File: src/rtl/aes_key_sched_ctrl.sv
// Key schedule controller: accepts a cipher key, pulses the expander, captures NR+1 round keys.
// Reads return one cycle after request; loads are held off while expanding or while cipher_busy.
module aes_key_sched_ctrl #(
    parameter int NR      = 10,
    parameter int KEY_W   = 128,
    parameter int TIMEOUT = 64
) (
    input  logic             clk,
    input  logic             rst_n,
    input  logic             key_load_valid,
    input  logic [KEY_W-1:0] key_load_data,
    output logic             key_load_ready,
    input  logic             cipher_busy,
    output logic             ke_start,
    output logic [KEY_W-1:0] ke_key,
    input  logic             ke_valid,
    input  logic [3:0]       ke_round,
    input  logic [KEY_W-1:0] ke_round_key,
    input  logic             rk_rd_en,
    input  logic [3:0]       rk_rd_idx,
    output logic [KEY_W-1:0] rk_rd_data,
    output logic             rk_rd_valid,
    output logic             keys_ready,
    output logic             busy,
    output logic             err_timeout
);

    localparam int         CW       = $clog2(TIMEOUT + 1);
    localparam logic [3:0] LAST_IDX = 4'(NR);

    typedef enum logic [1:0] {S_IDLE, S_LAUNCH, S_COLLECT, S_READY} state_t;

    state_t           r_state, w_state_nxt;
    logic [KEY_W-1:0] r_table [0:NR];
    logic [NR:0]      r_mask, w_mask_nxt;
    logic [CW-1:0]    r_tmo_cnt;
    logic [KEY_W-1:0] r_ke_key, r_rd_data;
    logic             r_rd_valid, r_err_timeout;
    logic             w_load_window, w_accept, w_collect, w_ke_hit, w_timeout, w_rd_ok;

    assign w_accept   = key_load_valid && w_load_window && !cipher_busy;
    assign w_collect  = (r_state == S_COLLECT);
    assign w_ke_hit   = w_collect && ke_valid && (ke_round <= LAST_IDX);
    assign w_timeout  = w_collect && !ke_valid && (r_tmo_cnt == CW'(TIMEOUT - 1));
    assign w_rd_ok    = rk_rd_en && (r_state == S_READY) && (rk_rd_idx <= LAST_IDX);

    // Ready is forced low while in reset so every output reads zero during reset.
    assign key_load_ready = rst_n && w_load_window && !cipher_busy;
    assign ke_key         = r_ke_key;
    assign rk_rd_data     = r_rd_data;
    assign rk_rd_valid    = r_rd_valid;
    assign err_timeout    = r_err_timeout;

    always_comb begin
        w_mask_nxt = r_mask;
        if (w_ke_hit) begin
            w_mask_nxt[ke_round] = 1'b1;
        end
    end

    always_comb begin
        w_state_nxt   = r_state;
        ke_start      = 1'b0;
        busy          = 1'b0;
        keys_ready    = 1'b0;
        w_load_window = 1'b0;
        case (r_state)
            S_IDLE: begin
                w_load_window = 1'b1;
                if (w_accept) w_state_nxt = S_LAUNCH;
            end
            S_LAUNCH: begin
                ke_start    = 1'b1;
                busy        = 1'b1;
                w_state_nxt = S_COLLECT;
            end
            S_COLLECT: begin
                busy = 1'b1;
                if (&w_mask_nxt)    w_state_nxt = S_READY;
                else if (w_timeout) w_state_nxt = S_IDLE;
            end
            S_READY: begin
                keys_ready    = 1'b1;
                w_load_window = 1'b1;
                if (w_accept) w_state_nxt = S_LAUNCH;
            end
            default: w_state_nxt = S_IDLE;
        endcase
    end

    always_ff @(posedge clk or negedge rst_n) begin
        if (!rst_n) begin
            r_state       <= S_IDLE;
            r_ke_key      <= '0;
            r_mask        <= '0;
            r_tmo_cnt     <= '0;
            r_err_timeout <= 1'b0;
        end else begin
            r_state <= w_state_nxt;
            if (w_accept) begin
                r_ke_key      <= key_load_data;
                r_mask        <= '0;
                r_err_timeout <= 1'b0;
            end else if (w_timeout) begin
                r_err_timeout <= 1'b1;
                r_mask        <= '0;
            end else begin
                r_mask <= w_mask_nxt;
            end
            // Out-of-range rounds still count as expander activity.
            if ((r_state == S_LAUNCH) || (w_collect && ke_valid)) begin
                r_tmo_cnt <= '0;
            end else if (w_collect) begin
                r_tmo_cnt <= r_tmo_cnt + CW'(1);
            end
        end
    end

    always_ff @(posedge clk or negedge rst_n) begin
        if (!rst_n) begin
            for (int i = 0; i <= NR; i++) r_table[i] <= '0;
        end else if (w_ke_hit) begin
            r_table[ke_round] <= ke_round_key;
        end
    end

    always_ff @(posedge clk or negedge rst_n) begin
        if (!rst_n) begin
            r_rd_valid <= 1'b0;
            r_rd_data  <= '0;
        end else begin
            r_rd_valid <= w_rd_ok;
            r_rd_data  <= w_rd_ok ? r_table[rk_rd_idx] : '0;
        end
    end

endmodule

File: config.mk
export PLATFORM = sky130hd
export DESIGN_NAME = aes_key_sched_ctrl
export DESIGN_NICKNAME = d
export VERILOG_FILES = /design/src/rtl/aes_key_sched_ctrl.sv
export SDC_FILE = /design/constraint.sdc
export NUM_CORES = 2
export LEC_CHECK = 0
export ABC_AREA = 0
export ABC_CLOCK_PERIOD_IN_PS = 3200
export CAP_MARGIN = 5
export CORE_AREA = 4 4 411 312
export DETAILED_ROUTE_END_ITERATION = 10
export DIE_AREA = 0 0 415 316
export GPL_ROUTABILITY_DRIVEN = 0
export GPL_TIMING_DRIVEN = 0
export PLACE_DENSITY = 0.79
export SLEW_MARGIN = 25
export SYNTH_ARGS = -nofsm -noshare
export SYNTH_HDL_FRONTEND = slang
export SYNTH_SLANG_ARGS = --single-unit
File: constraint.sdc
create_clock -name clk -period 3.2 [get_ports clk]
set_clock_uncertainty 0.2 [all_clocks]
set_input_delay 0.64 -clock clk [delete_from_list [all_inputs] [get_ports clk]]
set_output_delay 0.64 -clock clk [all_outputs]
set_load 0.01 [all_outputs]
After elaboration in Yosys (flattened, before gate mapping):

Cells that the tools add are included.

* register bits after elaboration: 1686
* bits of input ports: 270
* output and inout bits: 262

* add/sub/neg operators: 1
* $lt $le $gt $ge: 7
* equality and inequality tests: 6
* muxes and demuxes: 24
* bitwise logic cells: 3
* reduce and logical (&&, ||, !) cells: 22

Operators with widths (number)
* $bwmux 1408: 1
* $bmux 128 s4: 1
* $demux 128 s4: 1
* $mux 128: 4
* $mux 11: 3
* $mux 7: 2
* $logic_and 1x1->1: 12
* $or 11x11->11: 1
* $reduce_and 11->1: 1
* $ge 5x5->1 const B: 2
* $not 4->5: 2
* $le 4x4->1 const B: 2
* $add 7x1->7 const B: 1
* $eq 7x6->1 const B: 1
* $mux 1: 7
* $mux 2: 3
* $pmux 2 s3: 1
* $lt 4x5->1 const B: 1
* $lt 5x1->1 const B: 1
* $demux 1 s4: 1
* $eq 2x2->1 const B: 2
* $ge 4x1->1 const B: 1
* $reduce_bool 2->1: 2
* $reduce_or 2->1: 2
* other kinds (7): 8

Longest topological paths before layout:

* depth in word-level cells: 9
* depth in mapped cells: 9
* depth with buffers taken out: 7

Worst setup path before layout:

OpenSTA, ideal clock, no wires.

* path type: input-to-reg
* start: in rk_rd_idx[0]
* end: reg r_rd_data[121], in the netlist rk_rd_data[121]
* library setup time: 136 ps
* arrival time: 2204 ps
* data required time: 2864 ps
* slack: 660 ps
* cell stages on the path: 7
* cell sequence: buf_2 > buf_2 > buf_2 > clkbuf_1 > mux4_2 > nand2_1 > a21oi_1

* word-level cells in the longest chain between the ends: 5

Ends and longest elaborated chain
* start, declared: RTL line 20 `input logic [3:0] rk_rd_idx,`
* $not 4->5 (not written as such): RTL line 133 `r_rd_data <= w_rd_ok ? r_table[rk_rd_idx] : '0;`
* $bmux 128 s4: RTL line 133
* $mux 128 (not written as such) (2 in series): RTL line 133
* $mux 128 *: RTL line 133
* end signal, assigned: RTL line 133
* end, declared: RTL line 37 `logic [KEY_W-1:0] r_ke_key, r_rd_data;`

Every way passes the cells marked *; elsewhere a longest branch is shown, timed or not. The select of a mux whose other input is x is not followed.
A chain may end at the register's enable or synchronous reset.

Worst setup path in the final report:

* start: in rk_rd_idx[0]
* end: reg r_rd_data[72], in the netlist rk_rd_data[72]

Same word-level chain as after synthesis.

==> results.toml <==
[status]
status = "finished clean"

[yosys]
synth_seq_area_share = 0.579
yosysTopAreaCell = "dfrtp_1"
ys_types = 40
synth_flop_cell = "dfrtp_1"
ys_ff_latch = 1686
synth_edf_count = 0
async_reset_ff_frac = 1.00
yosys-top-cells-area = "dfrtp_1, mux2_2, mux4_2, a21oi_1, mux2i_1"
syn_nets = 5222
postSynthCellCount = 4948
yosysTopAreaCellShare = 0.579
synth_area_um2 = 72900
synth_common_cells = "dfrtp_1, mux2_2, clkbuf_1"
syn-mean-instance-area_um2 = 14.7
yosysMostFrequentCell = "dfrtp_1"
yosysWarnings = 0

[sta]
slew_violations = 0
min_period_ps = 3170
finalCritPeriodShare = 0.990
finalSetupViolCount = 0
fin_setup_tns_ps = 0
slew_headroom = 0.279
max_freq_mhz = 316
rsz0062_at_grt = "true"
worstMarginPinSlew_ps = 1080
hold_viol_final = 0
fin_ws_ps = 32.9

[floorplan]
die_y_um = 316
ioPinCount = 532
fp.dieW_um = 415
start_util = 0.588
coreArea_um2 = 124000
rows = 112
die_area_um2 = 131000

[pwr]
peakVddDrop_v = 0.000677
power_w = 0.0712
static-leakage-power_nw = 39.7
power_density_nw_per_um2 = 822

[worst_setup_path]
rr_startpoint = "r_state[0]"
critPathSlowestCell = "clkdlybuf4s15_2"
critPathMaxStageDelay_ps = 580
path_class = "in -> reg"
cp-startpoint = "rk_rd_idx[0]"
crit_end = "rk_rd_data[72]"
cp_cell_sequence = "buf_2 -> buf_2 -> buf_2 -> a21o_1 -> nand2_1 -> nand3_1 -> clkbuf_2 -> clkdlybuf4s15_2 -> a21oi_1"
reg2reg_to = "r_table[368]"
r2r_cells = 7
regToRegSetupSlack_ps = 60
end_kind = "register"
path_common_cell = "buf_2"
worstPathRequired_ps = 3620
crit_fanout = 10
arrival_ps = 3590
start_kind = "input port"

[clocking]
cts_buffers = 162
root_buffer = "clkbuf_16"
cts_num_sinks = 1686
worst_skew_pair.late_latency_ps = 790
path_clk_slew_ps = 70
tritoncts = "done"
htreeDepth = 4
cts_max_path_buffers = 3

[placed_design]
dpl.cell_count = 7143
portBuffers = 528
dp_slack_ps = -1300
dp_hpwl_um = 139000

[drt]
wirelength_um = 206000
drc_errors = 0
viasPerCell = 6.19
vias = 46100
wl_per_cell_um = 27.7
drtAntennaViolNets = 0
dr.pass1.iters = 5
first_iter_violations = 4231

[global_routing]
antenna_found_initial = 6
grt_pass1_wl_um = 309000
overflow = 0
grt_use_total = 0.316
grt_max_degree = 144
grt_pass1_vias = 49000

[cells_and_area]
nNetsFinal = 5941
drive_gt1_frac = 0.389
final_cells = 7448
area_growth_pct = 18.9
postLayoutCoreUtil = 0.699
fillers = 8302

[hold_path]
min_path_type = "in -> reg"

[run]
cap_viol_max_count = 0
[layer usage]
| layer | global-route usage | wire (um) |
|---|---|---|
| met4 | 0.141 | 9330 |
| met3 | 0.0833 | 17400 |
| met5 | 0 | 0 |
| met1 | 0.434 | 85000 |
| met2 | 0.480 | 94500 |
[cells by family after synthesis]
kind of cell,after synthesis,share of synthesized area
AOI/OAI and AO/OA,408,0.0350
and+or+nand+nor,445,0.0243
buffers and inverters,479,0.0262
DFF,1686,0.579
muxes,1922,0.334
adders and majority gates,4,0.000687
xor gates and xnor gates,4,0.000481
[worst min-delay path by stage]
stage / start / end / slack [ps] / cells past startpoint
finish: key_load_data[31] / ke_key[31] / 250 / 2
global placement: r_mask[3] / r_mask[3] / 260 / 2
detailed placement: r_mask[8] / r_mask[8] / 270 / 2
CTS: key_load_data[31] / ke_key[31] / 210 / 2
floorplan: rst_n / err_timeout / 140 / 0
global route: key_load_data[38] / ke_key[38] / 240 / 2
[critical path: cells and delay by family]
kind / cells / cell delay, ps
buffers and inverters: 5 / 2200
AO/OA/AOI/OAI: 2 / 380
AND/OR/NAND/NOR: 2 / 340
[area by class of cell]
type,instances,area (um^2),area share
antenna,4,10.0,0.000116
buffer,474,2090,0.0242
clock buffer,246,4910,0.0567
clock inverter,42,583,0.00673
inverter,4,15.0,0.000173
multi-input combinational,2783,28800,0.332
sequential,1686,42200,0.487
tap,1653,2070,0.0239
timing repair buffer,556,5980,0.0690
[state kept, by name, summed over array words and instances, names as in the netlist]
name,count
r_mask,11
rk_rd_data,128
err_timeout,1
r_table,1408
r_tmo_cnt,7
ke_key,128
rk_rd_valid,1
r_state,2
[placed cells by master, fill, tap and decap left out, drive strengths merged, types with 4 or more instances in the layout]
master / netlist / routed
mux2i: 130 / 130
a21oi: 264 / 264
bufinv: 0 / 13
dfrtp: 1686 / 1686
dlygate4sd3: 0 / 4
ha: 4 / 4
clkdlybuf4s15: 0 / 7
nand2: 140 / 140
a211o: 129 / 129
nor2: 278 / 278
clkbuf: 338 / 610
clkinv: 0 / 24
inv: 4 / 5
diode: 0 / 4
clkdlybuf4s50: 0 / 525
mux2: 1536 / 1536
clkinvlp: 0 / 4
mux4: 256 / 256
buf: 137 / 126
[where the power goes]
| group | switching [W] | total [W] | leakage (nW) | internal (W) |
|---|---|---|---|---|
| clock network | 0.00828 | 0.0199 | 2.70 | 0.0116 |
| logic | 0.00654 | 0.0175 | 14.9 | 0.0110 |
| registers | 0.00428 | 0.0338 | 22.2 | 0.0296 |
| total | 0.0191 | 0.0712 | 39.7 | 0.0521 |
[what timing repair did]
| item | in CTS | in global routing |
|---|---|---|
| setup buffers | 1 | 0 |
| hold buffers | 10 | 0 |
| pin swaps | 1 | 0 |
| setup endpoints to repair | 858 | 555 |
| hold endpoints to repair | 148 | 0 |
| gates resized for setup | 50 | 82 |
| gates cloned | 2 | 1 |
[through the flow]
step | hold slack, ps | area, um^2
5_1_grt | 240 | 86600
3_3_place_gp | 261 | 80200
3_5_place_dp | 267 | 80600
2_1_floorplan | 144 | 72900
4_1_cts | 207 | 86500
6_report | 255 | 86600
(Power assumes the default switching activity.)
